[config.mk]
export PLATFORM = sky130hd
export DESIGN_NAME = button_conditioner
export DESIGN_NICKNAME = d
export VERILOG_FILES = /design/src/rtl/pong_pkg.sv /design/src/rtl/button_channel.sv /design/src/rtl/button_conditioner.sv
export SDC_FILE = /design/constraint.sdc
export NUM_CORES = 1
export LEC_CHECK = 0
export CAP_MARGIN = 20
export CORE_ASPECT_RATIO = 2
export CORE_MARGIN = 2
export CORE_UTILIZATION = 45
export CTS_CLUSTER_SIZE = 14
export DETAILED_ROUTE_END_ITERATION = 8
export GPL_TIMING_DRIVEN = 0
export PLACE_DENSITY_LB_ADDON = 0.3
export SLEW_MARGIN = 10
export SYNTH_ARGS = -nofsm -noshare
export SYNTH_HDL_FRONTEND = slang
export SYNTH_HIERARCHICAL = 1
export SYNTH_SLANG_ARGS = --single-unit
[constraint.sdc]
create_clock -name clk -period 4 [get_ports clk]
set_input_delay 0.8 -clock clk [delete_from_list [all_inputs] [get_ports clk]]
set_output_delay 0.8 -clock clk [all_outputs]
set_load 0.05 [all_outputs]
[src/rtl/pong_pkg.sv]
// rtl/pong_pkg.sv - shared button indices, conditioner defaults and counter sizing helper
package pong_pkg;

    localparam int unsigned NUM_BTN       = 6;
    localparam int unsigned BTN_P1_LEFT   = 0;
    localparam int unsigned BTN_P1_RIGHT  = 1;
    localparam int unsigned BTN_P1_SELECT = 2;
    localparam int unsigned BTN_P2_LEFT   = 3;
    localparam int unsigned BTN_P2_RIGHT  = 4;
    localparam int unsigned BTN_P2_SELECT = 5;

    localparam int unsigned PRESCALE_DEF     = 25000;
    localparam int unsigned DEB_TICKS_DEF    = 8;
    localparam int unsigned REPEAT_DELAY_DEF = 400;
    localparam int unsigned REPEAT_RATE_DEF  = 50;
    localparam logic [NUM_BTN-1:0] REPEAT_MASK_DEF = 6'b011011;
    localparam bit ACTIVE_LOW_DEF = 1'b0;

    // Bits needed to hold 0..max_val; never narrower than one bit.
    function automatic int unsigned cnt_width(input int unsigned max_val);
        return (max_val == 0) ? 1 : $clog2(max_val + 1);
    endfunction

endpackage

[src/rtl/button_channel.sv]
// rtl/button_channel.sv - one button: synchroniser, debounce, auto-repeat and edge pulses
module button_channel
    import pong_pkg::*;
#(
    parameter int unsigned DEB_TICKS    = DEB_TICKS_DEF,
    parameter int unsigned REPEAT_DELAY = REPEAT_DELAY_DEF,
    parameter int unsigned REPEAT_RATE  = REPEAT_RATE_DEF,
    parameter bit          REPEAT_EN    = 1'b0,
    parameter bit          ACTIVE_LOW   = ACTIVE_LOW_DEF
) (
    input  logic clk,
    input  logic nRst,
    input  logic en,
    input  logic tick,
    input  logic pin,
    output logic level,
    output logic press,
    output logic rls,
    output logic rpt
);

    localparam int unsigned DW = cnt_width(DEB_TICKS);
    localparam int unsigned RW = cnt_width((REPEAT_DELAY > REPEAT_RATE) ? REPEAT_DELAY : REPEAT_RATE);
    localparam logic [DW-1:0] DEB_LAST  = DW'(DEB_TICKS - 1);
    localparam logic [RW-1:0] REP_DELAY = RW'(REPEAT_DELAY);
    localparam logic [RW-1:0] REP_RATE  = RW'(REPEAT_RATE);
    localparam logic [RW-1:0] REP_ONE   = RW'(1);

    logic          sync1_q, sync1_d, sync2_q, sync2_d;
    logic          level_q, level_d, press_q, press_d, rls_q, rls_d, rpt_q, rpt_d;
    logic [DW-1:0] deb_q, deb_d;
    logic [RW-1:0] rep_q, rep_d;
    logic          toggle;

    always_comb begin
        // Inversion happens before the first flop so reset 0 always means released.
        sync1_d = pin ^ ACTIVE_LOW;
        sync2_d = sync1_q;
        deb_d   = deb_q;
        rep_d   = rep_q;
        level_d = level_q;
        press_d = 1'b0;
        rls_d   = 1'b0;
        rpt_d   = 1'b0;
        toggle  = 1'b0;
        if (!en) begin
            deb_d   = '0;
            rep_d   = '0;
            level_d = 1'b0;
        end else if (tick) begin
            if (sync2_q != level_q) begin
                if (deb_q >= DEB_LAST) toggle = 1'b1;
                else                   deb_d  = deb_q + 1'b1;
            end else begin
                deb_d = '0;
            end
            // An accepted level change takes priority over a repeat expiring on the same tick.
            if (toggle) begin
                deb_d   = '0;
                level_d = ~level_q;
                press_d = ~level_q;
                rpt_d   = ~level_q;
                rls_d   = level_q;
                rep_d   = (!level_q && REPEAT_EN) ? REP_DELAY : '0;
            end else if (level_q && REPEAT_EN) begin
                if (rep_q <= REP_ONE) begin
                    rpt_d = 1'b1;
                    rep_d = REP_RATE;
                end else begin
                    rep_d = rep_q - 1'b1;
                end
            end
        end
    end

    always_ff @(posedge clk or negedge nRst) begin
        if (!nRst) begin
            sync1_q <= 1'b0;
            sync2_q <= 1'b0;
            deb_q   <= '0;
            rep_q   <= '0;
            level_q <= 1'b0;
            press_q <= 1'b0;
            rls_q   <= 1'b0;
            rpt_q   <= 1'b0;
        end else begin
            sync1_q <= sync1_d;
            sync2_q <= sync2_d;
            deb_q   <= deb_d;
            rep_q   <= rep_d;
            level_q <= level_d;
            press_q <= press_d;
            rls_q   <= rls_d;
            rpt_q   <= rpt_d;
        end
    end

    assign level = level_q;
    assign press = press_q;
    assign rls   = rls_q;
    assign rpt   = rpt_q;

endmodule

[src/rtl/button_conditioner.sv]
// rtl/button_conditioner.sv - shared sample-tick prescaler driving six button channels
module button_conditioner
    import pong_pkg::*;
#(
    parameter int unsigned          PRESCALE     = PRESCALE_DEF,
    parameter int unsigned          DEB_TICKS    = DEB_TICKS_DEF,
    parameter int unsigned          REPEAT_DELAY = REPEAT_DELAY_DEF,
    parameter int unsigned          REPEAT_RATE  = REPEAT_RATE_DEF,
    parameter logic [NUM_BTN-1:0]   REPEAT_MASK  = REPEAT_MASK_DEF,
    parameter bit                   ACTIVE_LOW   = ACTIVE_LOW_DEF
) (
    input  logic               clk,
    input  logic               nRst,
    input  logic               en,
    input  logic [NUM_BTN-1:0] btn_pin,
    output logic [NUM_BTN-1:0] btn_level,
    output logic [NUM_BTN-1:0] btn_press,
    output logic [NUM_BTN-1:0] btn_release,
    output logic [NUM_BTN-1:0] btn_repeat
);

    localparam int unsigned PW = cnt_width(PRESCALE - 1);
    localparam logic [PW-1:0] PRE_LAST = PW'(PRESCALE - 1);

    logic [PW-1:0] pre_q, pre_d;
    logic          tick_q, tick_d;

    always_comb begin
        pre_d  = pre_q + 1'b1;
        tick_d = 1'b0;
        if (!en) begin
            pre_d = '0;
        end else if (pre_q >= PRE_LAST) begin
            pre_d  = '0;
            tick_d = 1'b1;
        end
    end

    always_ff @(posedge clk or negedge nRst) begin
        if (!nRst) begin
            pre_q  <= '0;
            tick_q <= 1'b0;
        end else begin
            pre_q  <= pre_d;
            tick_q <= tick_d;
        end
    end

    for (genvar i = 0; i < NUM_BTN; i++) begin : g_ch
        button_channel #(
            .DEB_TICKS   (DEB_TICKS),
            .REPEAT_DELAY(REPEAT_DELAY),
            .REPEAT_RATE (REPEAT_RATE),
            .REPEAT_EN   (REPEAT_MASK[i]),
            .ACTIVE_LOW  (ACTIVE_LOW)
        ) u_ch (
            .clk  (clk),
            .nRst (nRst),
            .en   (en),
            .tick (tick_q),
            .pin  (btn_pin[i]),
            .level(btn_level[i]),
            .press(btn_press[i]),
            .rls  (btn_release[i]),
            .rpt  (btn_repeat[i])
        );
    end

endmodule
==> impl_metrics.xml, run 1 <==
<?xml version="1.0" encoding="UTF-8"?>
<metrics>
  <group name="grt">
    <metric name="grt_remaining_overflow" unit="">0</metric>
    <metric name="grt_pass1_wl" unit="microns">21700</metric>
    <metric name="initial_antenna_violation_count" unit="">0</metric>
    <metric name="grt_start_max_net_pins" unit="">93</metric>
    <metric name="vias_in_the_first_global_route" unit="">4648</metric>
    <metric name="groute.usage.overall" unit="%">18.3</metric>
  </group>
  <group name="place">
    <metric name="dp.cells" unit="">796</metric>
    <metric name="detailed_place_hpwl" unit="microns">8940</metric>
    <metric name="gp_congestion" unit="">0.813</metric>
    <metric name="post-place-ws" unit="ps">976</metric>
    <metric name="port_buffers" unit="">32</metric>
    <metric name="post_dp_cell_area" unit="sq mm">0.00656</metric>
  </group>
  <group name="detailed_routing">
    <metric name="avgViaCountPerCell" unit="">5.93</metric>
    <metric name="total_wirelength" unit="microns">12700</metric>
    <metric name="postRouteAntennaNets" unit="">0</metric>
    <metric name="drt_first_pass_iters" unit="">8</metric>
    <metric name="iter_0_drt_violations" unit="">328</metric>
    <metric name="drt_drc_violations_left" unit="">3</metric>
    <metric name="drt-wirelength-per-cell" unit="microns">15.7</metric>
    <metric name="routed-via-count" unit="">4814</metric>
  </group>
  <group name="cells_and_area">
    <metric name="multiInputGateArea" unit="sq mm">0.00307</metric>
    <metric name="final_net_count" unit="">679</metric>
    <metric name="layout-area-overhead-vs-synth" unit="%">14.8</metric>
    <metric name="fin_util" unit="%">52.9</metric>
    <metric name="num-fill-cells" unit="">1144</metric>
    <metric name="post_route_cells_drive_above_1_share" unit="%">14.1</metric>
    <metric name="register_area" unit="sq mm">0.00275</metric>
    <metric name="final_cell_count_no_fill" unit="">812</metric>
    <metric name="design_area" unit="sq mm">0.00691</metric>
    <metric name="antenna_cells_inserted" unit="">0</metric>
  </group>
  <group name="timing">
    <metric name="slew_headroom" unit="%">28.7</metric>
    <metric name="slew_violations" unit="">0</metric>
    <metric name="hold_viol_final" unit="">0</metric>
    <metric name="achievable-frequency" unit="MHz">378</metric>
    <metric name="setup-violations-final" unit="">0</metric>
    <metric name="skew" unit="ps">9.58</metric>
    <metric name="tightest_slew" unit="ps">1070</metric>
    <metric name="period_share" unit="%">66.1</metric>
    <metric name="setup-tns-final" unit="ps">0</metric>
    <metric name="timing.final.ws_setup" unit="ps">1360</metric>
    <metric name="final.min_clock_period" unit="ps">2640</metric>
    <metric name="rsz0062_at_grt" unit="">no</metric>
  </group>
  <group name="worst_setup_path">
    <metric name="cp_top_family" unit="">buffers and inverters</metric>
    <metric name="reg2reg_from" unit="">pre_q[10]</metric>
    <metric name="critical_path_class" unit="">input pin to flip-flop</metric>
    <metric name="crit_fanout" unit="">25</metric>
    <metric name="critPathBufInv" unit="">1</metric>
    <metric name="crit_path_end_kind" unit="">flip-flop</metric>
    <metric name="setup.worst_path.start_class" unit="">input pin</metric>
    <metric name="cp.arrival" unit="ps">2910</metric>
    <metric name="worst_setup_path_startpoint" unit="">en</metric>
    <metric name="crit_path_top_delay_cell" unit="">clkdlybuf4s50_1</metric>
    <metric name="required" unit="ps">4270</metric>
    <metric name="timing.critical_path.cells" unit="">clkdlybuf4s50_1 -&gt; nand3_1 -&gt; a21oi_2 -&gt; a31oi_1 -&gt; a31oi_1</metric>
    <metric name="critical_path.max_stage_delay" unit="ps">1170</metric>
    <metric name="critical_path.most_common_cell" unit="">a31oi_1</metric>
  </group>
  <group name="yosys">
    <metric name="post-synth-top-area-fraction" unit="%">45.7</metric>
    <metric name="synthDistinctLibCells" unit="">57</metric>
    <metric name="synth_top_flop_cell" unit="">dfrtp_1</metric>
    <metric name="yosys_warnings" unit="">6</metric>
    <metric name="postSynthNetCount" unit="">635</metric>
    <metric name="synth.cells.most_frequent" unit="">dfrtp_1, nand2_1, nand3_1, o21ai_0, a21oi_1</metric>
    <metric name="yosysTopAreaCell" unit="">dfrtp_1</metric>
    <metric name="proportion_of_register_bits_with_asynchronous_set_or_reset_after_synthesis" unit="%">100</metric>
    <metric name="post_synth_instance_area" unit="sq mm">0.00602</metric>
    <metric name="synth_top_cells_by_area" unit="">dfrtp_1, nand2_1, nand3_1, ha_1, xnor2_1</metric>
    <metric name="synth_enable_flop_cells" unit="">0</metric>
    <metric name="synth_sequential_area_ratio" unit="%">45.7</metric>
    <metric name="synthCells" unit="">611</metric>
    <metric name="yosys.cell_count.top_type" unit="">dfrtp_1</metric>
    <metric name="synth_seq_cells" unit="">110</metric>
    <metric name="syn_area_per_cell" unit="sq um">9.86</metric>
  </group>
  <group name="die">
    <metric name="die_y" unit="microns">168</metric>
    <metric name="fp-row-count" unit="">59</metric>
    <metric name="top_level_ports" unit="">33</metric>
    <metric name="die_width" unit="microns">85.8</metric>
    <metric name="fp.dieArea" unit="sq mm">0.0144</metric>
    <metric name="initial_utilization" unit="%">46.1</metric>
    <metric name="core-area" unit="sq mm">0.0131</metric>
  </group>
  <group name="worst_hold_path">
    <metric name="timing.hold.worst.class" unit="">input pin to async pin</metric>
  </group>
  <group name="clocking">
    <metric name="worst_skew_pair.late_latency" unit="ps">350</metric>
    <metric name="h-tree-depth" unit="">3</metric>
    <metric name="clock_buffer_count_from_cts" unit="">9</metric>
    <metric name="cts.path.max_buffers" unit="">2</metric>
    <metric name="cts_setup_buffers" unit="">0</metric>
    <metric name="hold_buffers" unit="">0</metric>
    <metric name="postCtsResizedCells" unit="">0</metric>
    <metric name="numClockSinks" unit="">110</metric>
    <metric name="clockRootBuffer" unit="">clkbuf_16</metric>
    <metric name="clock_tree_from_tritoncts" unit="">built</metric>
    <metric name="clk_pin_slew" unit="ps">70</metric>
  </group>
  <group name="status">
    <metric name="failing_checks" unit="">design-rule violations</metric>
    <metric name="status" unit="">finished, violations left</metric>
  </group>
  <group name="power_and_ir_drop">
    <metric name="worst_ir_drop_vdd" unit="uV">214</metric>
    <metric name="leakage_power_of_the_design" unit="uW">0.00295</metric>
    <metric name="pwr_per_cell_area" unit="mW/mm^2">325</metric>
  </group>
  <group name="job">
    <metric name="timing.max_cap.violations" unit="">0</metric>
  </group>
</metrics>
==> power by group <==
part | internal, uW | switching [uW]
combinational | 22.2 | 57.0
clock | 647 | 394
sequential | 1120 | 5.53
total | 1790 | 456
==> worst register-to-register path: cells and delay by family (launching register included) <==
| family | cells | cell delay, ps |
|---|---|---|
| compound gates | 1 | 210 |
| buf+inv | 1 | 220 |
| flops | 1 | 450 |
| simple gates | 3 | 790 |
==> final timing paths <==
path	end	slack, ps	cells after the start
worst max-delay path	g_ch[3].u_ch/rep_q[2]	1360	5
worst min-delay path	g_ch[0].u_ch/press	280	1
worst max register to register	pre_q[7]	2220	5
worst min register to register	g_ch[1].u_ch/sync2_q	350	0
max in group asynchronous	pre_q[14]	3000	2
min in group clk	g_ch[1].u_ch/sync2_q	350	0
==> metrics by stage <==
stage / hold slack (ps) / power [uW]
6_report: 276 / 2250
5_1_grt: 282 / 2330
4_1_cts: 285 / 2270
3_5_place_dp: 335 / 1230
3_3_place_gp: 333 / 1220
2_1_floorplan: 331 / 1180
==> per-layer routing <==
metal,track usage (%),routed length (microns)
met4,5.80,172
met2,34.1,7030
met1,21.4,5220
met5,0,0
met3,2.27,300
==> sequential cells by signal, summed over array words and instances, names as in the netlist <==
signal and flops:
g_ch.u_ch/rpt 6, g_ch.u_ch/sync2_q 6, g_ch.u_ch/press 4, g_ch.u_ch/rep_q 36
g_ch.u_ch/deb_q 24, g_ch.u_ch/sync1_q 6, pre_q 15, tick_q 1
g_ch.u_ch/rls 6, g_ch.u_ch/level 6
==> area by class of cell <==
type	count	area share (%)
flip-flops and latches	110	39.8
plain buffers	24	1.88
clock buffers	13	3.76
well taps	152	2.75
multi-input cells	459	44.5
inverters	18	0.977
clock inverters	3	1.30
repair buffers	33	5.05
==> cells by family (layout without fill, tap and decap cells) <==
kind of cell / count (synthesis) / count (layout) / synth area share (%)
buffers and inverters: 42 / 91 / 3.28
and+or+nand+nor: 266 / 266 / 24.8
DFF: 110 / 110 / 45.7
adders and majority gates: 15 / 15 / 3.12
AOI/OAI and AO/OA: 155 / 155 / 19.3
xor gates and xnor gates: 23 / 23 / 3.84
==> cell usage in the layout (no fill, tap or decap), drive strengths merged, types with 7 or more instances in the layout <==
master         count
a21o              18
xnor2             16
clkdlybuf4s50     31
o21ai             30
o21a              12
dfrtp            110
and3               9
clkbuf            21
a21oi             32
o2bb2ai            8
o211ai            11
buf               18
nor4              12
nand3             49
nand4             12
xor2               7
inv               18
a31oi             16
nand2             95
ha                15
nor3              29
nor2              28
No activity file was read; power rests on OpenSTA's default activity.
==> inputs of run 2 (changes only) <==
- clock period: 4 -> 2.3 ns (I/O delays scaled with it)
==> run 2 against run 1 <==
  * The run still ends with design-rule violations left
  * Via count about the same
  * Sequential power increased by 73%
  * Worst setup slack got worse by 1100 ps
  * Clock power increased by 74%
  * Clock skew about the same
  * Global-route usage unchanged
  * Cell count increased by 0.12%
  * Combinational power increased by 76%
==> impl_metrics.xml, run 2 (synthesis gave the netlist of run 1 again) <==
<?xml version="1.0" encoding="UTF-8"?>
<metrics>
  <group name="timing">
    <metric name="achievable-frequency" unit="MHz">488</metric>
    <metric name="setup-tns-final" unit="ps">0</metric>
    <metric name="slew_headroom" unit="%">29.4</metric>
    <metric name="tightest_slew" unit="ps">1060</metric>
    <metric name="skew" unit="ps">9.78</metric>
    <metric name="period_share" unit="%">89.1</metric>
    <metric name="setup-violations-final" unit="">0</metric>
    <metric name="finalHoldWorstSlack" unit="ps">350</metric>
    <metric name="hold_viol_final" unit="">0</metric>
    <metric name="slew_violations" unit="">0</metric>
    <metric name="final.min_clock_period" unit="ps">2050</metric>
    <metric name="timing.final.ws_setup" unit="ps">250</metric>
    <metric name="rsz0062_at_grt" unit="">no</metric>
  </group>
  <group name="cells_and_area">
    <metric name="fin_util" unit="%">53.0</metric>
    <metric name="post_route_cells_drive_above_1_share" unit="%">14.1</metric>
    <metric name="reg.largest.list" unit="">g_ch.u_ch/rep_q x36, g_ch.u_ch/deb_q x24, pre_q x15</metric>
    <metric name="largest-register" unit="">g_ch.u_ch/rep_q</metric>
    <metric name="final_net_count" unit="">680</metric>
    <metric name="max_ffs_per_register" unit="">36</metric>
    <metric name="layout-area-overhead-vs-synth" unit="%">14.9</metric>
    <metric name="num-fill-cells" unit="">1144</metric>
    <metric name="multiInputGateArea" unit="sq mm">0.00307</metric>
    <metric name="antenna_cells_inserted" unit="">0</metric>
    <metric name="mostFrequentLayoutCells" unit="">dfrtp_1, nand2_1, nand3_1</metric>
    <metric name="register_area" unit="sq mm">0.00275</metric>
    <metric name="most_common_library_cell_in_the_layout_ignoring_fill_and_taps" unit="">dfrtp_1</metric>
  </group>
  <group name="detailed_routing">
    <metric name="postRouteAntennaNets" unit="">0</metric>
    <metric name="drt-wirelength-per-cell" unit="microns">15.6</metric>
    <metric name="routed-via-count" unit="">4817</metric>
    <metric name="avgViaCountPerCell" unit="">5.92</metric>
    <metric name="drt_first_pass_iters" unit="">8</metric>
    <metric name="iter_0_drt_violations" unit="">315</metric>
    <metric name="drt_drc_violations_left" unit="">3</metric>
    <metric name="total_wirelength" unit="microns">12700</metric>
  </group>
  <group name="worst_setup_path">
    <metric name="required" unit="ps">1840</metric>
    <metric name="crit_fanout" unit="">5</metric>
    <metric name="crit_path_end_kind" unit="">output pin</metric>
    <metric name="cp.arrival" unit="ps">1590</metric>
    <metric name="critical_path_class" unit="">flip-flop to output pin</metric>
    <metric name="crit_path_top_delay_cell" unit="">clkdlybuf4s50_1</metric>
    <metric name="cp_top_family" unit="">buffers and inverters</metric>
    <metric name="critical_path.max_stage_delay" unit="ps">830</metric>
    <metric name="setup.worst_path.start_class" unit="">flip-flop</metric>
    <metric name="critPathBufInv" unit="">1</metric>
    <metric name="timing.critical_path.cells" unit="">clkdlybuf4s50_1</metric>
  </group>
  <group name="die">
    <metric name="die_width" unit="microns">85.8</metric>
    <metric name="fp.dieArea" unit="sq mm">0.0144</metric>
    <metric name="initial_utilization" unit="%">46.1</metric>
    <metric name="fp-row-count" unit="">59</metric>
    <metric name="die_y" unit="microns">168</metric>
    <metric name="core-area" unit="sq mm">0.0131</metric>
    <metric name="top_level_ports" unit="">33</metric>
  </group>
  <group name="clocking">
    <metric name="worst_skew_pair.late_latency" unit="ps">350</metric>
    <metric name="clk_pin_slew" unit="ps">70</metric>
    <metric name="clock_tree_from_tritoncts" unit="">built</metric>
    <metric name="clock_buffer_count_from_cts" unit="">9</metric>
    <metric name="numClockSinks" unit="">110</metric>
    <metric name="h-tree-depth" unit="">3</metric>
    <metric name="cts_setup_buffers" unit="">0</metric>
    <metric name="cts.path.max_buffers" unit="">2</metric>
    <metric name="clockRootBuffer" unit="">clkbuf_16</metric>
  </group>
  <group name="power_and_ir_drop">
    <metric name="power" unit="uW">3900</metric>
    <metric name="switching_share" unit="%">20.2</metric>
    <metric name="pwr_per_cell_area" unit="mW/mm^2">564</metric>
    <metric name="intPower" unit="uW">3110</metric>
    <metric name="share_clk_of_total_power" unit="%">46.3</metric>
    <metric name="combPwrFrac" unit="%">3.5</metric>
    <metric name="worst_ir_drop_vdd" unit="uV">372</metric>
    <metric name="fraction_of_power_consumed_by_sequential_logic" unit="%">50.2</metric>
    <metric name="p_sw" unit="uW">790</metric>
    <metric name="leakage_power_of_the_design" unit="uW">0.00296</metric>
  </group>
  <group name="place">
    <metric name="detailed_place_hpwl" unit="microns">8940</metric>
    <metric name="post-place-ws" unit="ps">-384</metric>
    <metric name="port_buffers" unit="">32</metric>
    <metric name="gp_congestion" unit="">0.813</metric>
  </group>
  <group name="grt">
    <metric name="grt_remaining_overflow" unit="">0</metric>
    <metric name="grt_pass1_wl" unit="microns">21700</metric>
    <metric name="grt_start_max_net_pins" unit="">93</metric>
    <metric name="initial_antenna_violation_count" unit="">0</metric>
    <metric name="groute.usage.overall" unit="%">18.3</metric>
    <metric name="vias_in_the_first_global_route" unit="">4648</metric>
  </group>
  <group name="status">
    <metric name="failing_checks" unit="">design-rule violations</metric>
    <metric name="status" unit="">finished, violations left</metric>
  </group>
  <group name="job">
    <metric name="timing.max_cap.violations" unit="">0</metric>
  </group>
  <group name="worst_hold_path">
    <metric name="timing.hold.worst.class" unit="">flip-flop to flip-flop</metric>
  </group>
</metrics>
-- run 2: area by class of cell --
cell class	instances	area share, %
inverter	18	0.976
buffer	24	1.88
clock buffer	13	3.76
clock inverter	3	1.30
tap	152	2.75
timing repair buffer	34	5.17
multi-input combinational	459	44.4
sequential	110	39.8
-- run 2: what timing repair did --
action	in CTS	in global routing
gates resized for setup	1	0
hold buffers	1	0
endpoints found under the hold margin	18	0
setup endpoints to repair	4	0
-- run 2: path summary, 6_finish.rpt --
kind	from	to	slack [ps]	cells after the start
min in group asynchronous	nRst	g_ch[0].u_ch/rpt	510	2
setup / recovery	g_ch[2].u_ch/level	btn_level[2]	250	1
hold reg to reg	g_ch[1].u_ch/sync1_q	g_ch[1].u_ch/sync2_q	350	0
setup reg to reg	g_ch[4].u_ch/rep_q[0]	g_ch[4].u_ch/rep_q[6]	520	5
max in group asynchronous	nRst	pre_q[14]	1070	3
hold / removal	g_ch[1].u_ch/sync1_q	g_ch[1].u_ch/sync2_q	350	0
-- run 2: layer usage --
layer	GRT usage (%)	share of wire [%]	vias up
li1	-	-	2318
met5	0	0	-
met2	34.1	55	70
met4	5.80	1.4	0
met1	21.4	41	2417
met3	2.22	2.1	12
-- run 2: metrics by stage --
step	instances	instance area (sq um)
after floorplan	611	6020
after global placement	795	6530
after detailed placement	796	6560
after CTS	813	6920
after global routing	813	6920
final	813	6920
-- run 2: power by group through the flow --
stage | registers [uW] | clock network, uW | logic (uW)
floorplan | 1990 | 0 | 59.4
global placement | 2000 | 0 | 131
detailed placement | 2000 | 0 | 140
CTS | 1960 | 1850 | 142
global route | 1960 | 1930 | 157
finish | 1960 | 1810 | 139
==> inputs of run 3 (changes only) <==
- CORE_UTILIZATION: 45 -> 35
==> run 3 against run 2 <==
  * Routed wire length grew 2.6%
  * First-iteration DRC count decreased by 43%
  * Worst setup slack got worse by 30 ps
  * Via count decreased by 1.0%
  * Count of clock-buffer cells in the layout down 3
  * The run now ends clean
  * Core utilization down 12 points
  * Register-to-register slack barely moved
  * Worst hold slack lost 320 ps
==> impl_metrics.xml, run 3 (synthesis gave the netlist of run 1 again) <==
<?xml version="1.0" encoding="UTF-8"?>
<metrics>
  <group name="timing">
    <metric name="skew" unit="ps">5.76</metric>
    <metric name="tightest_slew" unit="ps">1100</metric>
    <metric name="slew_headroom" unit="%">26.8</metric>
    <metric name="slew_violations" unit="">0</metric>
    <metric name="final.min_clock_period" unit="ps">2080</metric>
    <metric name="setup-tns-final" unit="ps">0</metric>
    <metric name="period_share" unit="%">90.4</metric>
    <metric name="hold_viol_final" unit="">0</metric>
    <metric name="achievable-frequency" unit="MHz">481</metric>
    <metric name="setup-violations-final" unit="">0</metric>
    <metric name="timing.final.ws_setup" unit="ps">220</metric>
    <metric name="rsz0062_at_grt" unit="">no</metric>
  </group>
  <group name="die">
    <metric name="top_level_ports" unit="">33</metric>
    <metric name="die_width" unit="microns">96.8</metric>
    <metric name="die_y" unit="microns">190</metric>
    <metric name="core-area" unit="sq mm">0.0168</metric>
    <metric name="fp-row-count" unit="">67</metric>
    <metric name="fp.dieArea" unit="sq mm">0.0183</metric>
    <metric name="initial_utilization" unit="%">35.7</metric>
  </group>
  <group name="worst_setup_path">
    <metric name="cp.arrival" unit="ps">2350</metric>
    <metric name="critical_path.max_stage_delay" unit="ps">930</metric>
    <metric name="timing.critical_path.cells" unit="">dlygate4sd2_1 -&gt; nand3_1 -&gt; a21oi_2 -&gt; a31oi_1 -&gt; a31oi_1</metric>
    <metric name="setup.worst_path.start_class" unit="">input pin</metric>
    <metric name="required" unit="ps">2570</metric>
    <metric name="crit_path_top_delay_cell" unit="">dlygate4sd2_1</metric>
    <metric name="crit_path_end_kind" unit="">flip-flop</metric>
    <metric name="critical_path.most_common_cell" unit="">a31oi_1</metric>
    <metric name="crit_fanout" unit="">25</metric>
    <metric name="critical_path_class" unit="">input pin to flip-flop</metric>
  </group>
  <group name="clocking">
    <metric name="h-tree-depth" unit="">3</metric>
    <metric name="hold_buffers" unit="">0</metric>
    <metric name="worst_skew_pair.late_latency" unit="ps">350</metric>
    <metric name="numClockSinks" unit="">110</metric>
    <metric name="clock_tree_from_tritoncts" unit="">built</metric>
    <metric name="clk_pin_slew" unit="ps">70</metric>
    <metric name="clockRootBuffer" unit="">clkbuf_16</metric>
    <metric name="cts.path.max_buffers" unit="">2</metric>
    <metric name="clock_buffer_count_from_cts" unit="">9</metric>
  </group>
  <group name="grt">
    <metric name="grt_start_max_net_pins" unit="">65</metric>
    <metric name="vias_in_the_first_global_route" unit="">4985</metric>
    <metric name="grt_remaining_overflow" unit="">0</metric>
    <metric name="grt_pass1_wl" unit="microns">22500</metric>
    <metric name="groute.usage.overall" unit="%">14.7</metric>
    <metric name="initial_antenna_violation_count" unit="">0</metric>
  </group>
  <group name="cells_and_area">
    <metric name="post_route_cells_drive_above_1_share" unit="%">14.3</metric>
    <metric name="final_cell_count_no_fill" unit="">866</metric>
    <metric name="max_ffs_per_register" unit="">36</metric>
    <metric name="most_common_library_cell_in_the_layout_ignoring_fill_and_taps" unit="">dfrtp_1</metric>
    <metric name="layout-area-overhead-vs-synth" unit="%">14.8</metric>
    <metric name="antenna_cells_inserted" unit="">0</metric>
    <metric name="design_area" unit="sq mm">0.00691</metric>
    <metric name="num-fill-cells" unit="">1645</metric>
    <metric name="mostFrequentLayoutCells" unit="">dfrtp_1, nand2_1, nand3_1</metric>
    <metric name="final_net_count" unit="">679</metric>
    <metric name="largest-register" unit="">g_ch.u_ch/rep_q</metric>
    <metric name="reg.largest.list" unit="">g_ch.u_ch/rep_q x36, g_ch.u_ch/deb_q x24, pre_q x15</metric>
  </group>
  <group name="power_and_ir_drop">
    <metric name="leakage_power_of_the_design" unit="uW">0.00292</metric>
    <metric name="worst_ir_drop_vdd" unit="uV">288</metric>
    <metric name="pwr_per_cell_area" unit="mW/mm^2">520</metric>
    <metric name="power" unit="uW">3590</metric>
  </group>
  <group name="place">
    <metric name="gp_congestion" unit="">0.810</metric>
    <metric name="detailed_place_hpwl" unit="microns">9440</metric>
    <metric name="post_dp_cell_area" unit="sq mm">0.00663</metric>
    <metric name="post-place-ws" unit="ps">-392</metric>
    <metric name="port_buffers" unit="">32</metric>
    <metric name="dp.cells" unit="">851</metric>
  </group>
  <group name="status">
    <metric name="status" unit="">complete, no violations</metric>
  </group>
  <group name="job">
    <metric name="timing.max_cap.violations" unit="">0</metric>
  </group>
  <group name="detailed_routing">
    <metric name="routed-via-count" unit="">4769</metric>
    <metric name="avgViaCountPerCell" unit="">5.51</metric>
    <metric name="total_wirelength" unit="microns">13000</metric>
    <metric name="postRouteAntennaNets" unit="">0</metric>
    <metric name="iter_0_drt_violations" unit="">181</metric>
    <metric name="drt_first_pass_iters" unit="">4</metric>
    <metric name="drt_drc_violations_left" unit="">0</metric>
    <metric name="drt-wirelength-per-cell" unit="microns">15.0</metric>
  </group>
  <group name="worst_hold_path">
    <metric name="timing.hold.worst.class" unit="">input pin to async pin</metric>
  </group>
</metrics>
[run 3: power by group]
| part | internal, uW | switching (uW) | total [uW] |
|---|---|---|---|
| Sequential | 1950 | 9.62 | 1960 |
| Clock | 771 | 727 | 1500 |
| Combinational | 37.8 | 100 | 138 |
[run 3: routing by layer]
metal / track usage [%] / part of all wire, % / up-vias
li1: - / - / 2322
met5: 0 / 0 / -
met3: 1.99 / 2.1 / 14
met1: 15.0 / 39 / 2356
met2: 28.8 / 57 / 77
met4: 7.04 / 1.8 / 0
[run 3: worst paths after layout]
| path | from | end | slack [ps] | depth (start not counted) |
|---|---|---|---|---|
| worst max-delay path | en | g_ch[4].u_ch/rep_q[2] | 220 | 5 |
| max in group asynchronous | nRst | g_ch[3].u_ch/sync1_q | 1600 | 2 |
| min in group clk | g_ch[3].u_ch/sync1_q | g_ch[3].u_ch/sync2_q | 350 | 0 |
| worst max register to register | g_ch[4].u_ch/rep_q[0] | g_ch[4].u_ch/rep_q[6] | 530 | 6 |
| worst min-delay path | nRst | g_ch[4].u_ch/rep_q[6] | 30 | 1 |
| worst min register to register | g_ch[3].u_ch/sync1_q | g_ch[3].u_ch/sync2_q | 350 | 0 |
[run 3: final cells by class]
class | count | area, sq um | area share (%)
inverter | 18 | 67.6 | 0.977
clock buffer | 10 | 239 | 3.46
tap | 207 | 259 | 3.75
sequential | 110 | 2750 | 39.8
buffer | 24 | 130 | 1.88
timing repair buffer | 33 | 348 | 5.03
multi-input combinational | 459 | 3070 | 44.5
clock inverter | 5 | 43.8 | 0.633
[run 3: timing repair]
item | 4_1_cts | 5_1_grt
resized for setup | 1 | 0
buffers inserted | 0 | 0
endpoints found under the setup margin | 1 | 0
[run 3: stage by stage]
step,hold slack [ps],util [%]
after floorplan,164,-
after global routing,62.4,41.0
after CTS,43.4,41.0
after detailed placement,335,39.4
after global placement,334,39.2
final,29.3,41.0
[run 3: worst max-delay path, delay by kind of cell]
kind / cells / cell delay (ps)
buffers and inverters: 1 / 930
AND/OR/NAND/NOR: 1 / 240
AO/OA/AOI/OAI: 3 / 700
